`src/rtl/render_pkg.sv`:
```
// Shared render-domain types and fixed-point helpers.
package render_pkg;

  localparam int unsigned FRAC_DEFAULT = 32;

  typedef enum logic [1:0] {IDLE, LOAD, STREAM, DONE} gen_state_t;

  function automatic logic signed [63:0] to_fixed(input int v, input int unsigned frac);
    return longint'(v) <<< frac;
  endfunction

  // Counter width that stays legal for a dimension of 1.
  function automatic int unsigned cnt_w(input int unsigned n);
    return (n > 1) ? $clog2(n) : 1;
  endfunction

endpackage

```
`src/rtl/raster_counter.sv`:
```
// Row-major raster position counter; x wraps into y, last pixel wraps to (0,0).
module raster_counter import render_pkg::*; #(
  parameter int unsigned WIDTH  = 320,
  parameter int unsigned HEIGHT = 180
) (
  input  logic                      clk,
  input  logic                      rst,
  input  logic                      clear,
  input  logic                      advance,
  output logic [cnt_w(WIDTH)-1:0]   x,
  output logic [cnt_w(HEIGHT)-1:0]  y,
  output logic                      last_col,
  output logic                      last_pix
);

  localparam int unsigned XW = cnt_w(WIDTH);
  localparam int unsigned YW = cnt_w(HEIGHT);
  localparam logic [XW-1:0] XMAX = XW'(WIDTH - 1);
  localparam logic [YW-1:0] YMAX = YW'(HEIGHT - 1);

  logic [XW-1:0] r_x;
  logic [YW-1:0] r_y;

  always_ff @(posedge clk or posedge rst) begin
    if (rst) begin
      r_x <= '0;
      r_y <= '0;
    end else if (clear) begin
      r_x <= '0;
      r_y <= '0;
    end else if (advance) begin
      if (last_col) begin
        r_x <= '0;
        r_y <= last_pix ? '0 : r_y + 1'b1;
      end else begin
        r_x <= r_x + 1'b1;
      end
    end
  end

  assign x        = r_x;
  assign y        = r_y;
  assign last_col = (r_x == XMAX);
  assign last_pix = last_col && (r_y == YMAX);

endmodule

```
`src/rtl/ray_generator.sv`:
```
// Walks a WIDTH x HEIGHT raster and streams one incrementally built camera ray per pixel.
module ray_generator import render_pkg::*; #(
  parameter int unsigned            SIZE   = 64,
  parameter int unsigned            FRAC   = FRAC_DEFAULT,
  parameter int unsigned            WIDTH  = 320,
  parameter int unsigned            HEIGHT = 180,
  parameter logic signed [SIZE-1:0] STEP   = SIZE'(to_fixed(1, FRAC - 8)),
  parameter logic signed [SIZE-1:0] FOCAL  = SIZE'(to_fixed(1, FRAC))
) (
  input  logic                          clk_render,
  input  logic                          rst,
  input  logic                          start,
  output logic                          busy,
  output logic                          frame_done,
  input  logic                          ray_axis_tready,
  output logic                          ray_axis_tvalid,
  output logic [2:0][SIZE-1:0]          ray_axis_tdata,
  output logic [cnt_w(WIDTH)-1:0]       pixel_x,
  output logic [cnt_w(HEIGHT)-1:0]      pixel_y
);

  localparam logic signed [SIZE-1:0] X0 = SIZE'(-(longint'(WIDTH / 2) * longint'(STEP)));
  localparam logic signed [SIZE-1:0] Y0 = SIZE'(longint'(HEIGHT / 2) * longint'(STEP));

  gen_state_t r_state, w_state_d;
  logic signed [SIZE-1:0] r_dir_x, r_dir_y, r_dir_z;
  logic w_clear, w_hs, w_last_col, w_last_pix;

  always_ff @(posedge clk_render or posedge rst) begin
    if (rst) r_state <= IDLE;
    else     r_state <= w_state_d;
  end

  always_comb begin
    w_state_d = r_state;
    w_clear   = 1'b0;
    w_hs      = 1'b0;
    unique case (r_state)
      IDLE:   if (start) w_state_d = LOAD;
      LOAD: begin
        w_clear   = 1'b1;
        w_state_d = STREAM;
      end
      STREAM: begin
        w_hs = ray_axis_tready;
        if (ray_axis_tready && w_last_pix) w_state_d = DONE;
      end
      DONE:   w_state_d = IDLE;
      default: w_state_d = IDLE;
    endcase
  end

  // Directions only ever step by STEP or reload, so no multipliers are needed.
  always_ff @(posedge clk_render or posedge rst) begin
    if (rst) begin
      r_dir_x <= '0;
      r_dir_y <= '0;
      r_dir_z <= '0;
    end else if (r_state == LOAD) begin
      r_dir_x <= X0;
      r_dir_y <= Y0;
      r_dir_z <= FOCAL;
    end else if (w_hs) begin
      if (!w_last_col) begin
        r_dir_x <= r_dir_x + STEP;
      end else if (!w_last_pix) begin
        r_dir_x <= X0;
        r_dir_y <= r_dir_y - STEP;
      end
    end
  end

  raster_counter #(
    .WIDTH  (WIDTH),
    .HEIGHT (HEIGHT)
  ) u_raster (
    .clk      (clk_render),
    .rst      (rst),
    .clear    (w_clear),
    .advance  (w_hs),
    .x        (pixel_x),
    .y        (pixel_y),
    .last_col (w_last_col),
    .last_pix (w_last_pix)
  );

  assign ray_axis_tvalid = (r_state == STREAM);
  assign busy            = (r_state != IDLE);
  assign frame_done      = (r_state == DONE);
  assign ray_axis_tdata  = {r_dir_z, r_dir_y, r_dir_x};

endmodule
```
`config.mk`:
```
export PLATFORM = sky130hd
export DESIGN_NAME = ray_generator
export DESIGN_NICKNAME = d
export VERILOG_FILES = /design/src/rtl/render_pkg.sv /design/src/rtl/raster_counter.sv /design/src/rtl/ray_generator.sv
export SDC_FILE = /design/constraint.sdc
export NUM_CORES = 1
export LEC_CHECK = 0
export ABC_AREA = 0
export ABC_CLOCK_PERIOD_IN_PS = 5900
export CAP_MARGIN = 20
export CORE_MARGIN = 1
export CORE_UTILIZATION = 38
export CTS_BUF_LIST = sky130_fd_sc_hd__clkbuf_4
export DETAILED_ROUTE_END_ITERATION = 7
export DONT_BUFFER_PORTS = 1
export PLACE_DENSITY = 0.61
export SYNTH_ARGS = -nofsm -noshare
export SYNTH_HDL_FRONTEND = slang
export SYNTH_HIERARCHICAL = 1
export SYNTH_SLANG_ARGS = --single-unit
```
`constraint.sdc`:
```
create_clock -name clk_render -period 5.9 [get_ports clk_render]
set_clock_uncertainty 0.05 [all_clocks]
set_input_delay 1.18 -clock clk_render [delete_from_list [all_inputs] [get_ports clk_render]]
set_output_delay 1.18 -clock clk_render [all_outputs]
set_load 0.05 [all_outputs]
```
==> results of run 1 <==
-- sequential cells by signal (all words and copies together), names as in the netlist --
name and count:
u_raster/x 9, r_dir_z 1, r_dir_x 40, r_dir_y 40, r_state 2, u_raster/y 8
-- area by class of cell --
class                      instances  share of cell area (%)
multi-input combinational        542                    49.9
inverter                          16                   0.989
sequential                       100                    40.4
clock inverter                     6                    1.80
clock buffer                      10                    1.21
tap                              216                    4.36
timing repair buffer               9                    1.41
-- worst reg2reg max path, cell delays in order (launching register included) --
cell and delay, ns:
dfrtp_1 0.73, ha_1 0.29, nand4_1 0.20, nor2_1 0.35, and4b_1 0.46, o21ai_0 0.29
or4_1 0.74, or4b_1 0.59, a21oi_1 0.15
-- path summary, 6_finish.rpt --
path,start,end,cells past startpoint,slack (ns)
max,u_raster/x[0],r_dir_y[63],8,1.97
max in group asynchronous,rst,r_dir_x[62],3,4.65
min,rst,r_dir_y[60],2,0.51
min in group clk_render,r_state[0],r_state[0],1,0.55
max reg2reg,u_raster/x[0],r_dir_y[63],8,1.97
min reg2reg,r_state[0],r_state[0],1,0.55
-- layout by cell type, fill, tap and decap left out, types with 4 or more instances in the layout --
cell type | Yosys | routed
and4_1 | 10 | 10
nand4_1 | 15 | 15
a21oi_1 | 33 | 33
or4_1 | 22 | 22
or2_2 | 4 | 4
conb_1 | 1 | 111
and3_1 | 5 | 5
nor3_1 | 23 | 23
clkbuf_4 | 0 | 11
or3_1 | 23 | 23
buf_4 | 111 | 7
a31oi_1 | 9 | 9
nand3_1 | 30 | 30
ha_1 | 9 | 8
nor4_1 | 19 | 19
o31ai_1 | 15 | 15
o21ai_0 | 28 | 28
nand2_1 | 52 | 52
xnor2_1 | 28 | 28
xor2_1 | 12 | 12
nor2_1 | 45 | 44
o41ai_1 | 5 | 5
inv_1 | 16 | 15
dfrtp_1 | 100 | 100
-- layer usage --
layer	vias to the layer above	wire, um	track usage [%]
li1	2233	-	-
met1	2302	5950	20.2
met2	168	6540	26.2
met3	14	1020	5.28
met4	0	220	6.63
met5	-	0	0
-- through the flow --
step | hold WS (ns) | area [sq um] | power [mW]
final | 0.515 | 6200 | 1.85
after global routing | 0.492 | 6200 | 1.94
after CTS | 0.546 | 6160 | 1.87
after detailed placement | 0.514 | 5980 | 1.39
after global placement | 0.498 | 5980 | 1.38
after floorplan | 0.478 | 6600 | 1.35
-- power breakdown --
| part | leakage, nW | switching [mW] | internal (mW) |
|---|---|---|---|
| Clock | 0.0970 | 0.246 | 0.220 |
| Sequential | 1.19 | 0.115 | 0.713 |
| Combinational | 1.39 | 0.456 | 0.0989 |
-- cell families (layout without fill, tap and decap cells) --
family | count (synthesis) | in the layout | share of synthesized area, %
compound gates | 109 | 109 | 10.9
buf+inv | 156 | 41 | 16.3
flops | 100 | 100 | 40.5
mux | 1 | 1 | 0.162
xor+xnor | 40 | 40 | 5.66
other cells | 1 | 111 | 0.0606
fa+ha+maj | 9 | 9 | 1.82
simple gates | 272 | 272 | 24.6
==> qor.yml, run 1 <==
dpl.cell_count: 881
rsz0062_at_grt: "no"
cp_top_family: "simple AND/OR/NAND/NOR gates"
die-height_um: 130
hold_viol_final: 0
ys_types: 53
route.detailed.drc: 0
cts_made_buffers: 9
overflow: 0
yosys_warnings: 6
start_util_pct: 38.9
fin_ws_ns: 1.97
hold_path_class: "input port to async pin"
setup_violations: 0
crit_path_end_kind: "register"
tightest_slew_ns: 1.04
startpoint_type: "register"
crit_type: "register to register"
synthDominantCellAreaShare_pct: 40.5
hpwl_um: 9670
synth.area.top_cells: "dfrtp_1 40%, buf_4 13%, xnor2_1 4.0%, nand2_1 3.2%, nor2_1 2.7%"
clkLatencyLatePin_ns: 0.49
synth.most_common_cell: "buf_4"
die_w_um: 130
multiInputGateArea_sq_um: 3090
clkTransAtPathRegs_ns: 0.18
firstDrtPassIters: 4
critPathMaxFanout: 16
cts_buffer_depth: 2
cts_sinks: 100
nFillCells: 1647
routed_wl_um: 13700
cts_tree: "yes"
crit_required_ns: 6.26
grt_max_degree: 84
ios: 216
ant_nets: 0
grt_pass1_vias: 4244
cp_cell_sequence: "ha_1 > nand4_1 > nor2_1 > and4b_1 > o21ai_0 > or4_1 > or4b_1 > a21oi_1"
ctsHoldBuffers: 0
rows: 46
yosys-top-cells-count: "111 x buf_4, 100 x dfrtp_1, 52 x nand2_1"
power-per-cell-area_nw_per_um2: 298
port_buffers: 0
design.core.area_sq_um: 15900
ys_seq_area_share_pct: 40.5
detail_route.wl_per_cell_um: 15.3
drv_slew: 0
diodes: 0
area.growth.synth_to_final_pct: 0.243
status: "finished clean"
drtIter0Drc: 227
grt_pass1_wl_um: 21500
ctsResizeCount: 0
antenna_found_initial: 0
period_share_pct: 66.6
clock.fmax_mhz: 254
cts_max_level: 3
postCtsSetupRepairBufs: 0
syn-cell-area_sq_um: 6180
die_area_sq_um: 16800
ys.flop_type: "dfrtp_1"
ir_worst_vdd_uv: 233
final_cells: 899
crit_slowest_cell: "or4_1"
utilization_pct: 39.0
setup_tns_ns: 0
final_nets: 691
regArea_sq_um: 2500
drive_gt1_share_pct: 5.42
pre_cts_slack_ns: 2.06
path_buf_inv: 0
via_per_inst: 5.25
synth_edf_count: 0
max_cap_violations: 0
grt_use_total_pct: 16.3
finalWeightedCongestion: 0.769
synth.ff_latch_count: 100
p_leak_nw: 2.68
crit_arrival_ns: 4.29
max-slew-margin-rel_pct: 30.9
slowest_delay_ns: 0.74
ys_async_sr_fraction_pct: 100
netlist_instances: 688
synth_top_area_cell: "dfrtp_1"
root_buffer: "clkbuf_4"
fin_crit_ns: 3.93
dr_total_vias: 4717
avgSynthCellArea_sq_um: 8.99
Power figures use the tool's default switching activity.
==> run 2, diff against run 1 <==
- ABC_CLOCK_PERIOD_IN_PS: 5900 -> 3200
- PLACE_DENSITY: 0.61 -> 0.63
- clock period: 5.9 -> 3.2 ns (I/O delays scaled with it)
==> qor.yml, run 2 (same netlist as run 1, synthesis figures left out) <==
status: "finished clean"
drtIter0Drc: 192
design.core.area_sq_um: 15900
ant_nets: 0
drv_slew: 0
reg2reg_from: "u_raster/y[0]"
finalWeightedCongestion: 0.766
hold_viol_final: 0
power-per-cell-area_nw_per_um2: 488
firstDrtPassIters: 4
setup_tns_ns: 0
startpoint_type: "register"
routed_wl_um: 14300
port_buffers: 0
grt_max_degree: 45
ios: 216
crit_required_ns: 3.56
dpl.cell_count: 953
max-slew-margin-rel_pct: 48.3
final_cells: 973
grt_use_total_pct: 17.2
area.growth.synth_to_final_pct: 7.83
rows: 46
power.total_mw: 3.26
via_per_inst: 5.06
die_area_sq_um: 16800
max_cap_violations: 0
crit_type: "register to register"
die-height_um: 130
final_common_cell: "conb_1"
fin_ws_ns: 0.293
root_buffer: "clkbuf_4"
tightest_slew_ns: 0.775
place_area_sq_um: 6540
route.detailed.drc: 0
cts_max_level: 3
cts_sinks: 100
cts_buffer_depth: 2
r2r_slack_ns: 0.29
ir_worst_vdd_uv: 520
clkLatencyLatePin_ns: 0.49
grt_pass1_wl_um: 22800
critPathMaxFanout: 16
clkTransAtPathRegs_ns: 0.16
hpwl_um: 10100
overflow: 0
ctsHoldBuffers: 0
startpoint: "u_raster/y[0]"
grt_pass1_vias: 4519
final_cell_mix: "111 x conb_1, 96 x dfrtp_1, 78 x buf_4"
dr_total_vias: 4924
setup_violations: 0
pre_cts_slack_ns: 0.203
ctsResizeCount: 0
period_share_pct: 90.8
clock.fmax_mhz: 344
fin_crit_ns: 2.91
start_util_pct: 38.9
postCtsSetupRepairBufs: 0
antenna_found_initial: 1
cts_made_buffers: 9
hold_path_class: "input port to async pin"
drive_gt1_share_pct: 14.7
final_nets: 762
crit_arrival_ns: 3.27
crit_path_end_kind: "register"
die_w_um: 130
fin_area_sq_um: 6670
detail_route.wl_per_cell_um: 14.7
cts_tree: "yes"
rsz0062_at_grt: "no"
p_leak_nw: 3.00
==> run 2: cell types whose count changed in the layout (fill, tap and decap cells not counted), sizes merged <==
cell and delta:
diode +3, buf +71, clkinvlp -1, bufinv -3, clkinv +4
==> run 2: power breakdown <==
group / switching [mW] / total [mW] / internal (mW)
logic: 1.01 / 1.26 / 0.245
clock network: 0.453 / 0.621 / 0.168
registers: 0.0597 / 1.38 / 1.32
total: 1.53 / 3.26 / 1.73
==> run 2: worst paths after layout <==
check                           endpoint  cells after the start
min reg2reg                u_raster/y[6]                      3
max reg2reg                  r_dir_y[46]                      9
min                        u_raster/y[3]                      1
max in group asynchronous    r_dir_x[56]                      2
min in group clk_render       r_state[1]                      4
max                          r_dir_y[46]                      9
==> run 2: critical path: stages, from the launching register on <==
cell and delay, ns:
dfrtp_2 0.43, ha_1 0.23, nor3b_1 0.15, nand4_1 0.12, nor3_1 0.08, and4b_1 0.38, o21ai_1 0.11, or3_1 0.56
or4_1 0.56, a21oi_1 0.15
==> run 2: metal layers <==
metal | GRT usage (%) | vias to the layer above | wire [um]
met5 | 0 | - | 0
met1 | 21.3 | 2390 | 6350
li1 | - | 2381 | -
met2 | 27.9 | 143 | 6680
met3 | 6.28 | 10 | 1110
met4 | 5.34 | 0 | 123
==> run 2: cell type report <==
cell class | count | area, sq um
fill | 1632 | 9220
tap | 216 | 270
timing repair buffer | 80 | 613
clock buffer | 10 | 75.1
sequential | 100 | 2510
multi-input combinational | 542 | 3100
inverter | 16 | 61.3
antenna | 3 | 7.51
clock inverter | 6 | 38.8
==> run 2: metrics by stage <==
step / hold slack, ns / utilization, %
global placement: 0.514 / 41.1
global route: 0.0631 / 42.0
CTS: 0.0407 / 41.9
floorplan: 0.478 / -
finish: 0.0550 / 42.0
detailed placement: 0.515 / 41.1
